--- config.mk ---
export PLATFORM = sky130hd
export DESIGN_NAME = calculate_checksum_reg
export DESIGN_NICKNAME = d
export VERILOG_FILES = /design/src/rtl/calculate_checksum_reg.sv
export SDC_FILE = /design/constraint.sdc
export NUM_CORES = 1
export LEC_CHECK = 0
export ABC_AREA = 0
export CORE_ASPECT_RATIO = 1.4
export CORE_MARGIN = 8
export CORE_UTILIZATION = 45
export CTS_CLUSTER_DIAMETER = 30
export DETAILED_ROUTE_END_ITERATION = 10
export PLACE_DENSITY = 0.82
export SLEW_MARGIN = 20
export SYNTH_ARGS = -nofsm -noshare
export SYNTH_HDL_FRONTEND = slang
export SYNTH_SLANG_ARGS = --single-unit
--- constraint.sdc ---
create_clock -name clk -period 2.2 [get_ports clk]
set_input_delay 0.33 -clock clk [delete_from_list [all_inputs] [get_ports clk]]
set_output_delay 0.33 -clock clk [all_outputs]
set_load 0.005 [all_outputs]
--- src/rtl/calculate_checksum_reg.sv ---
// -----------------------------------------------------------------------------
// calculate_checksum_reg
//
// Registered flit checksum stage for the NoC datapath. Each accepted flit goes
// through the same steps:
//   - An 8-bit additive checksum is computed over the covered part of the flit
//     (header + payload, everything above the checksum field).
//   - The incoming checksum field is compared against the computed value.
//   - The flit is re-emitted with its checksum field replaced by the computed
//     value.
// The stage is one pipeline register deep and uses valid/ready flow control.
// It sustains one flit per cycle when downstream is ready.
//
// Flit layout (MSB .. LSB), default FLIT_W = 70:
//   version[3:0], flittype[1:0], src_id[5:0], dst_id[5:0],
//   flit_id{packet_id[7:0], flit_num[3:0]}, payload[31:0], checksum[7:0]
//
// Ports:
//   clk        in   system clock, rising edge
//   rst_n      in   asynchronous active-low reset
//   in_valid   in   flit_in is presented
//   in_ready   out  stage can accept flit_in this cycle
//   flit_in    in   incoming flit (FLIT_W bits)
//   out_valid  out  registered result is valid
//   out_ready  in   downstream accepts the result
//   checksum   out  computed checksum of the held flit
//   is_valid   out  incoming checksum field matched the computed checksum
//   flit_out   out  held flit with checksum field replaced by computed value
// -----------------------------------------------------------------------------
module calculate_checksum_reg #(
    parameter int FLIT_W = 70,
    parameter int CSUM_W = 8
) (
    input  logic              clk,
    input  logic              rst_n,
    input  logic              in_valid,
    output logic              in_ready,
    input  logic [FLIT_W-1:0] flit_in,
    output logic              out_valid,
    input  logic              out_ready,
    output logic [CSUM_W-1:0] checksum,
    output logic              is_valid,
    output logic [FLIT_W-1:0] flit_out
);

    // The covered region is zero-padded at the MSB end up to a whole number
    // of bytes.
    localparam int COV_W  = FLIT_W - CSUM_W;
    localparam int NBYTES = (COV_W + 7) / 8;
    localparam int PAD_W  = NBYTES * 8;

    // Byte-wise sum modulo 2**CSUM_W. Carries out of the accumulator are
    // dropped; there is no end-around carry.
    function automatic logic [CSUM_W-1:0] calc_csum(input logic [FLIT_W-1:0] f);
        logic [PAD_W-1:0]  cov;
        logic [CSUM_W-1:0] acc;
        cov = PAD_W'(f[FLIT_W-1:CSUM_W]);
        acc = '0;
        for (int i = 0; i < NBYTES; i++) begin
            acc = acc + CSUM_W'(cov[i*8 +: 8]);
        end
        return acc;
    endfunction

    logic              out_valid_q, out_valid_d;
    logic [CSUM_W-1:0] checksum_q,  checksum_d;
    logic              is_valid_q,  is_valid_d;
    logic [FLIT_W-1:0] flit_out_q,  flit_out_d;

    logic              accept;
    logic [CSUM_W-1:0] csum_calc;

    // Combinational compute path, stage input side
    assign csum_calc = calc_csum(flit_in);

    // A slot is free when nothing is held or the held result drains this cycle.
    assign in_ready  = !out_valid_q || out_ready;
    assign accept    = in_valid && in_ready;

    always_comb begin
        out_valid_d = out_valid_q;
        checksum_d  = checksum_q;
        is_valid_d  = is_valid_q;
        flit_out_d  = flit_out_q;

        if (accept) begin
            // An accept overrides a simultaneous drain, so there is no bubble.
            out_valid_d = 1'b1;
            checksum_d  = csum_calc;
            is_valid_d  = (flit_in[CSUM_W-1:0] == csum_calc);
            flit_out_d  = {flit_in[FLIT_W-1:CSUM_W], csum_calc};
        end else if (out_ready) begin
            // Data registers keep their contents on drain; only valid drops.
            out_valid_d = 1'b0;
        end
    end

    // Output register stage
    always_ff @(posedge clk or negedge rst_n) begin
        if (!rst_n) begin
            out_valid_q <= 1'b0;
            checksum_q  <= '0;
            is_valid_q  <= 1'b0;
            flit_out_q  <= '0;
        end else begin
            out_valid_q <= out_valid_d;
            checksum_q  <= checksum_d;
            is_valid_q  <= is_valid_d;
            flit_out_q  <= flit_out_d;
        end
    end

    assign out_valid = out_valid_q;
    assign checksum  = checksum_q;
    assign is_valid  = is_valid_q;
    assign flit_out  = flit_out_q;

endmodule

==> metrics.txt, run 1 <==
Hold Path Class=in2reg; total wire length=between 10000 and 15000 um; slew at the pin closest to its max-slew limit=between 0.4 and 0.5 ns; sw frac=between 30% and 40%; Post-Synthesis Cell Area=4130 sq um; global-route usage over all layers=roughly 17%; initial antenna violation count=0; Antenna Cells=0; crit path launch type=input pin; Lkg Pwr=approximately 0.003 uW; row count=41; Max VDD drop=799 uV; run status=complete, but fails checks; internal power=between 5000 and 6000 uW; Synth Register Bits=72; Layout Nets=between 600 and 700; total die area=12500 sq um; H-tree Lvls=3; Worst-Skew Late Latency=approximately 0.33 ns; yosys warns=0; grt ovf=0; DRT Pass-1 Iters=4; max-cap check violation count=0; IO Port Bufs=around 150; part of the power in the clock network=between 15 and 20%; hold slack=around 0.24 ns; Final WS setup=-1.64 ns; Switch Pwr=between 2000 and 3000 uW; die width=96.9 um; Comb pwr share=between 60% and 70%; CTS Buffer Depth=2; post-synthesis cell type count=24; Crit Path Max Fanout=2; Flop pwr share=21.8%; Reg clk slew, reported paths=about 0.06 ns; max-slew violations=0; fin util=slightly above 70%; root buf cell=clkbuf_16; largest net degree at the start of global routing=between 40 and 50; Clock Skew=around 0.0056 ns; CP arrival=a little over 4 ns; global-route wire length before repair=17200 um; vias=slightly below 3000; average routed wire per standard cell=roughly 17 um; Area growth, synth to finish=54.0%; CP Capture Type=register; top cells by area, synth=dfrtp_1 44%, fa_1 18%, mux2_2 11%; sequential share of the synthesized area=a little over two fifths; Synth top area share=43.7%; clock sinks=approximately 70; vias in the first global route=roughly 3400; DRC Markers=0; Final setup viols=8; Avg Synthesized Cell Area=11.8 sq um; DRT iter0 DRCs=between 60 and 70; core region area=around 9000 sq um; cts bufs inserted=9; slew margin rel.=around 70%; FILL cells=between 600 and 700; dpl hpwl=roughly 8500 um; CTS tree=done; die height=between 100 and 150 um; vias per cell=around 4.7; share of layout cells above drive strength 1=slightly above 30%; GPL Wtd Cong=~0.78; RSZ-0062 raised after global routing=yes; worst path required time=2.46 ns; shortest period the worst path allows=3.84 ns; fmax=about 0.26 GHz; initial core utilization=between 40 and 50%; final period utilization=175%; WS Path Type=in2reg; largest area contributor in the netlist=dfrtp_1; io pins=approximately 160; syn nets=between 400 and 500; Final Hold Viols=0; most frequent cells in the layout=115 x clkdlybuf4s50_1, 72 x dfrtp_1, 39 x mux2_2; commonest non-fill, non-tap cell in the layout=clkdlybuf4s50_1; failing checks=negative setup slack; post-route ant nets=0; Synth Instances=around 350; PD cells=about 1200 nW/um^2; Tot Pwr=~8000 uW
[cells by family (layout without fill, tap and decap cells)]
logic type                 count (synthesis)  count (layout)  share of synthesized area, %
AOI/OAI and AO/OA                         36              36                          4.64
xor gates and xnor gates                  20              20                          6.28
adders and majority gates                 47              47                          21.2
buffers and inverters                     91             262                          9.04
DFF                                       72              72                          43.7
muxes                                     40              40                          10.9
and+or+nand+nor                           43              43                          4.28
[worst max-delay path: stages]
cell and delay, ns:
buf_6 0.07, inv_4 0.03, fa_1 0.58, inv_2 0.05, fa_1 0.48, fa_1 0.54, inv_1 0.05, fa_1 0.45
inv_2 0.08, ha_4 0.13, inv_2 0.04, fa_2 0.58, xnor2_1 0.07, nor3_1 0.18, nand3b_1 0.12, nor4_2 0.15
a32o_1 0.18
[routing by layer]
metal | track usage (%) | routed length, um
met2 | 30.5 | 5640
met5 | 0 | 0
met4 | 9.17 | 232
met3 | 5.96 | 715
met1 | 18.1 | 3930
[cell type report]
cell class                      count  area [sq um]  share of cell area [%]
Clock buffer                       11           243                    3.82
Clock inverter                      4          45.0                   0.709
Inverter                           72           288                    4.53
Multi-Input combinational cell    186          2110                    33.2
Sequential cell                    72          1800                    28.4
Tap cell                          107           134                    2.11
Timing Repair Buffer              175          1730                    27.2
[what timing repair did]
action	CTS	global route
hold endpoints to repair	31	0
setup buffers	4	6
pin swaps	39	41
setup endpoints to repair	8	8
hold buffers	1	0
resized for setup	100	57
[synth_stat cells (all sizes together)]
| master | count |
|---|---|
| mux2 | 40 |
| inv | 72 |
| nand3b | 1 |
| a32o | 1 |
| o211ai | 1 |
| xnor2 | 9 |
| clkbuf | 8 |
| o21ai | 31 |
| buf | 11 |
| dfrtp | 72 |
| a21oi | 2 |
| fa | 38 |
| nand2 | 32 |
| nor3 | 1 |
| a211o | 1 |
| ha | 9 |
| nor2 | 5 |
| xor2 | 6 |
| xnor3 | 5 |
| nor4 | 1 |
| nand2b | 3 |
[final timing paths]
kind | to | cells after the start | start | slack [ns]
setup / recovery | is_valid | 17 | flit_in[10] | -1.64
hold / removal | flit_out[25] | 2 | flit_in[25] | 0.24
setup reg to reg | flit_out[21] | 4 | out_valid | 0.78
hold reg to reg | flit_out[34] | 2 | flit_out[34] | 0.48
max in group asynchronous | flit_out[63] | 3 | rst_n | 1.11
min in group asynchronous | flit_out[8] | 2 | rst_n | 0.49
[power groups by stage]
| stage | sequential (uW) | clock (uW) | combinational (uW) |
|---|---|---|---|
| global route | 1760 | 1500 | 5250 |
| CTS | 1730 | 1460 | 4420 |
| floorplan | 1740 | 0 | 2260 |
| global placement | 1730 | 0 | 3740 |
| detailed placement | 1750 | 0 | 3850 |
| finish | 1730 | 1420 | 4770 |
[registers in the layout (all words and copies together) (netlist names)]
signal / count
flit_out: 63
is_valid: 1
out_valid: 1
checksum: 7
[stage by stage]
step                TNS [ns]  instances  area, sq um  setup WS (ns)
CTS                   -10.31        624         6230          -1.76
floorplan              -9.25        349         4170          -1.64
detailed placement    -15.83        604         5880          -2.44
global route          -10.18        627         6350          -1.83
global placement      -15.44        604         5880          -2.41
finish                 -9.38        627         6350          -1.64
Power figures use the tool's default switching activity.
==> run 2: changes to the inputs <==
--- a/config.mk
+++ b/config.mk
@@ -12,7 +12,6 @@
 export CTS_CLUSTER_DIAMETER = 30
 export DETAILED_ROUTE_END_ITERATION = 10
 export PLACE_DENSITY = 0.82
-export SLEW_MARGIN = 20
 export SYNTH_ARGS = -nofsm -noshare
 export SYNTH_HDL_FRONTEND = slang
 export SYNTH_SLANG_ARGS = --single-unit
==> constraint.sdc (replaced) <==
create_clock -name clk -period 2.2 [get_ports clk]
set_input_delay 0.22 -clock clk [delete_from_list [all_inputs] [get_ports clk]]
set_output_delay 0.22 -clock clk [all_outputs]
set_load 0.005 [all_outputs]
==> metrics.txt, run 2 (synthesis gave the netlist of run 1 again) <==
run status=complete, but fails checks (unchanged); failing checks=negative setup slack (unchanged); Reg clk slew, reported paths=0.05 ns (was 0.06 ns); FILL cells=656 (was 636); Switch Pwr=2630 uW (was 2620 uW); internal power=5210 uW (was 5300 uW); average routed wire per standard cell=17.1 um (was 16.8 um); vias=2935 (was 2950); io pins=155 (unchanged); slew at the pin closest to its max-slew limit=0.915 ns (was 0.447 ns); grt ovf=0 (unchanged); Area growth, synth to finish=52.4% (was 54.0%); cts bufs inserted=9 (unchanged); number of flip-flops in the largest register=63 (unchanged); initial core utilization=46.0% (unchanged); global-route wire length before repair=17500 um (was 17200 um); Lkg Pwr=0.00299 uW (was 0.00303 uW); vias per cell=4.71 (was 4.70); GPL Wtd Cong=0.781 (was 0.784); Antenna Cells=0 (unchanged); CP Capture Type=register (unchanged); fin util=70.0% (was 70.7%); fmax=0.270 GHz (was 0.260 GHz); R2R depth=4 (unchanged); CP arrival=3.93 ns (was 4.11 ns); root buf cell=clkbuf_16 (unchanged); total wire length=10600 um (was 10500 um); post-route ant nets=0 (unchanged); DRT Pass-1 Iters=4 (unchanged); clock sinks=72 (unchanged); Max VDD drop=864 uV (was 799 uV); die height=129 um (unchanged); share of layout cells above drive strength 1=31.2% (was 30.2%); H-tree Lvls=3 (unchanged); max-cap check violation count=0 (unchanged); initial antenna violation count=0 (unchanged); Comb pwr share=59.3% (was 60.2%); crit path launch type=input pin (unchanged); CTS tree=done (unchanged); sw frac=33.5% (was 33.1%); CTS Buffer Depth=2 (unchanged); final period utilization=169% (was 175%); global-route usage over all layers=17.6% (was 17.4%); die width=96.9 um (unchanged); core region area=8980 sq um (unchanged); dpl hpwl=8390 um (was 8460 um); most frequent cells in the layout=115 x clkdlybuf4s50_1, 72 x dfrtp_1, 39 x mux2_2 (unchanged); DRC Markers=0 (unchanged); Final WS setup=-1.51 ns (was -1.64 ns); slew margin rel.=39.0% (was 70.2%); part of the power in the clock network=18.6% (was 17.9%); shortest period the worst path allows=3.71 ns (was 3.84 ns); Worst-Skew Late Latency=0.33 ns (about the same); Final Hold Viols=0 (unchanged); Hold Buf Count CTS=0 (was 1); vias in the first global route=3471 (was 3448); IO Port Bufs=154 (unchanged); Tot Pwr=7840 uW (was 7920 uW); worst path required time=2.42 ns (was 2.46 ns); commonest non-fill, non-tap cell in the layout=clkdlybuf4s50_1 (unchanged); total die area=12500 sq um (unchanged); WS Path Type=in2reg (unchanged); Post-Place Worst Slack=-2.36 ns (was -2.44 ns); row count=41 (unchanged); Final setup viols=8 (unchanged); Crit Path Max Fanout=2 (unchanged); DRT iter0 DRCs=48 (was 61); Hold Path Class=in2async (was in2reg); largest net degree at the start of global routing=73 (was 42); PD cells=1250 nW/um^2 (about the same); Flop pwr share=22.1% (was 21.8%); Clock Skew=0.00402 ns (was 0.00558 ns); max-slew violations=0 (unchanged); RSZ-0062 raised after global routing=yes (unchanged); Layout Nets=632 (was 637)
==> run 2: per-layer routing <==
| metal | up-vias | global-route usage (%) | wire length, um | share of wire, % |
|---|---|---|---|---|
| li1 | 1390 | - | - | - |
| met3 | 14 | 5.32 | 660 | 6.2 |
| met2 | 92 | 31.2 | 5780 | 54 |
| met1 | 1439 | 18.6 | 3970 | 37 |
| met5 | - | 0 | 0 | 0 |
| met4 | 0 | 9.08 | 241 | 2.3 |
==> run 2: layout make-up <==
cell class / count / area, sq um / share of cell area [%]
clock buffer: 13 / 260 / 4.14
clock inverter: 3 / 40.0 / 0.637
inverter: 72 / 288 / 4.58
multi-input combinational: 186 / 2120 / 33.8
sequential: 72 / 1800 / 28.7
tap: 107 / 134 / 2.13
timing repair buffer: 170 / 1640 / 26.1
==> run 2: stage by stage <==
| step | setup TNS [ns] | area [sq um] | instances | hold WS [ns] |
|---|---|---|---|---|
| CTS | -9.21 | 6190 | 619 | 0.0655 |
| floorplan | -8.37 | 4170 | 349 | -0.0756 |
| detailed placement | -14.79 | 5850 | 601 | 0.418 |
| finish | -8.30 | 6290 | 623 | 0.0359 |
| global placement | -14.50 | 5850 | 601 | 0.408 |
| global route | -9.25 | 6290 | 623 | 0.106 |
==> run 2: path summary, 6_finish.rpt <==
kind	from	to	slack (ns)
hold reg to reg	flit_out[51]	flit_out[51]	0.48
max in group asynchronous	rst_n	flit_out[22]	1.58
hold / removal	rst_n	flit_out[8]	0.04
setup reg to reg	out_valid	flit_out[56]	0.69
setup / recovery	flit_in[42]	is_valid	-1.51
min in group clk	flit_in[9]	flit_out[9]	0.13
==> run 2: worst max-delay path: stages <==
cell and delay, ns:
buf_6 0.08, inv_4 0.03, fa_1 0.55, inv_2 0.05, fa_2 0.48, fa_1 0.51
inv_1 0.07, fa_1 0.50, inv_2 0.05, ha_4 0.15, buf_6 0.10, a211o_1 0.32
o211ai_1 0.12, a21oi_2 0.10, xnor3_1 0.33, a32o_1 0.26
==> run 2: timing repair <==
item / CTS / global route
gates resized for setup: 93 / 69
setup endpoints to repair: 8 / 8
buffers inserted: 2 / 6
pin swaps: 35 / 39
==> run 2: power groups by stage <==
stage	Sequential [uW]	Combinational, uW	Clock (uW)
detailed placement	1750	3810	0
finish	1730	4650	1460
global placement	1730	3710	0
global route	1760	5130	1540
floorplan	1740	2260	0
CTS	1730	4370	1490
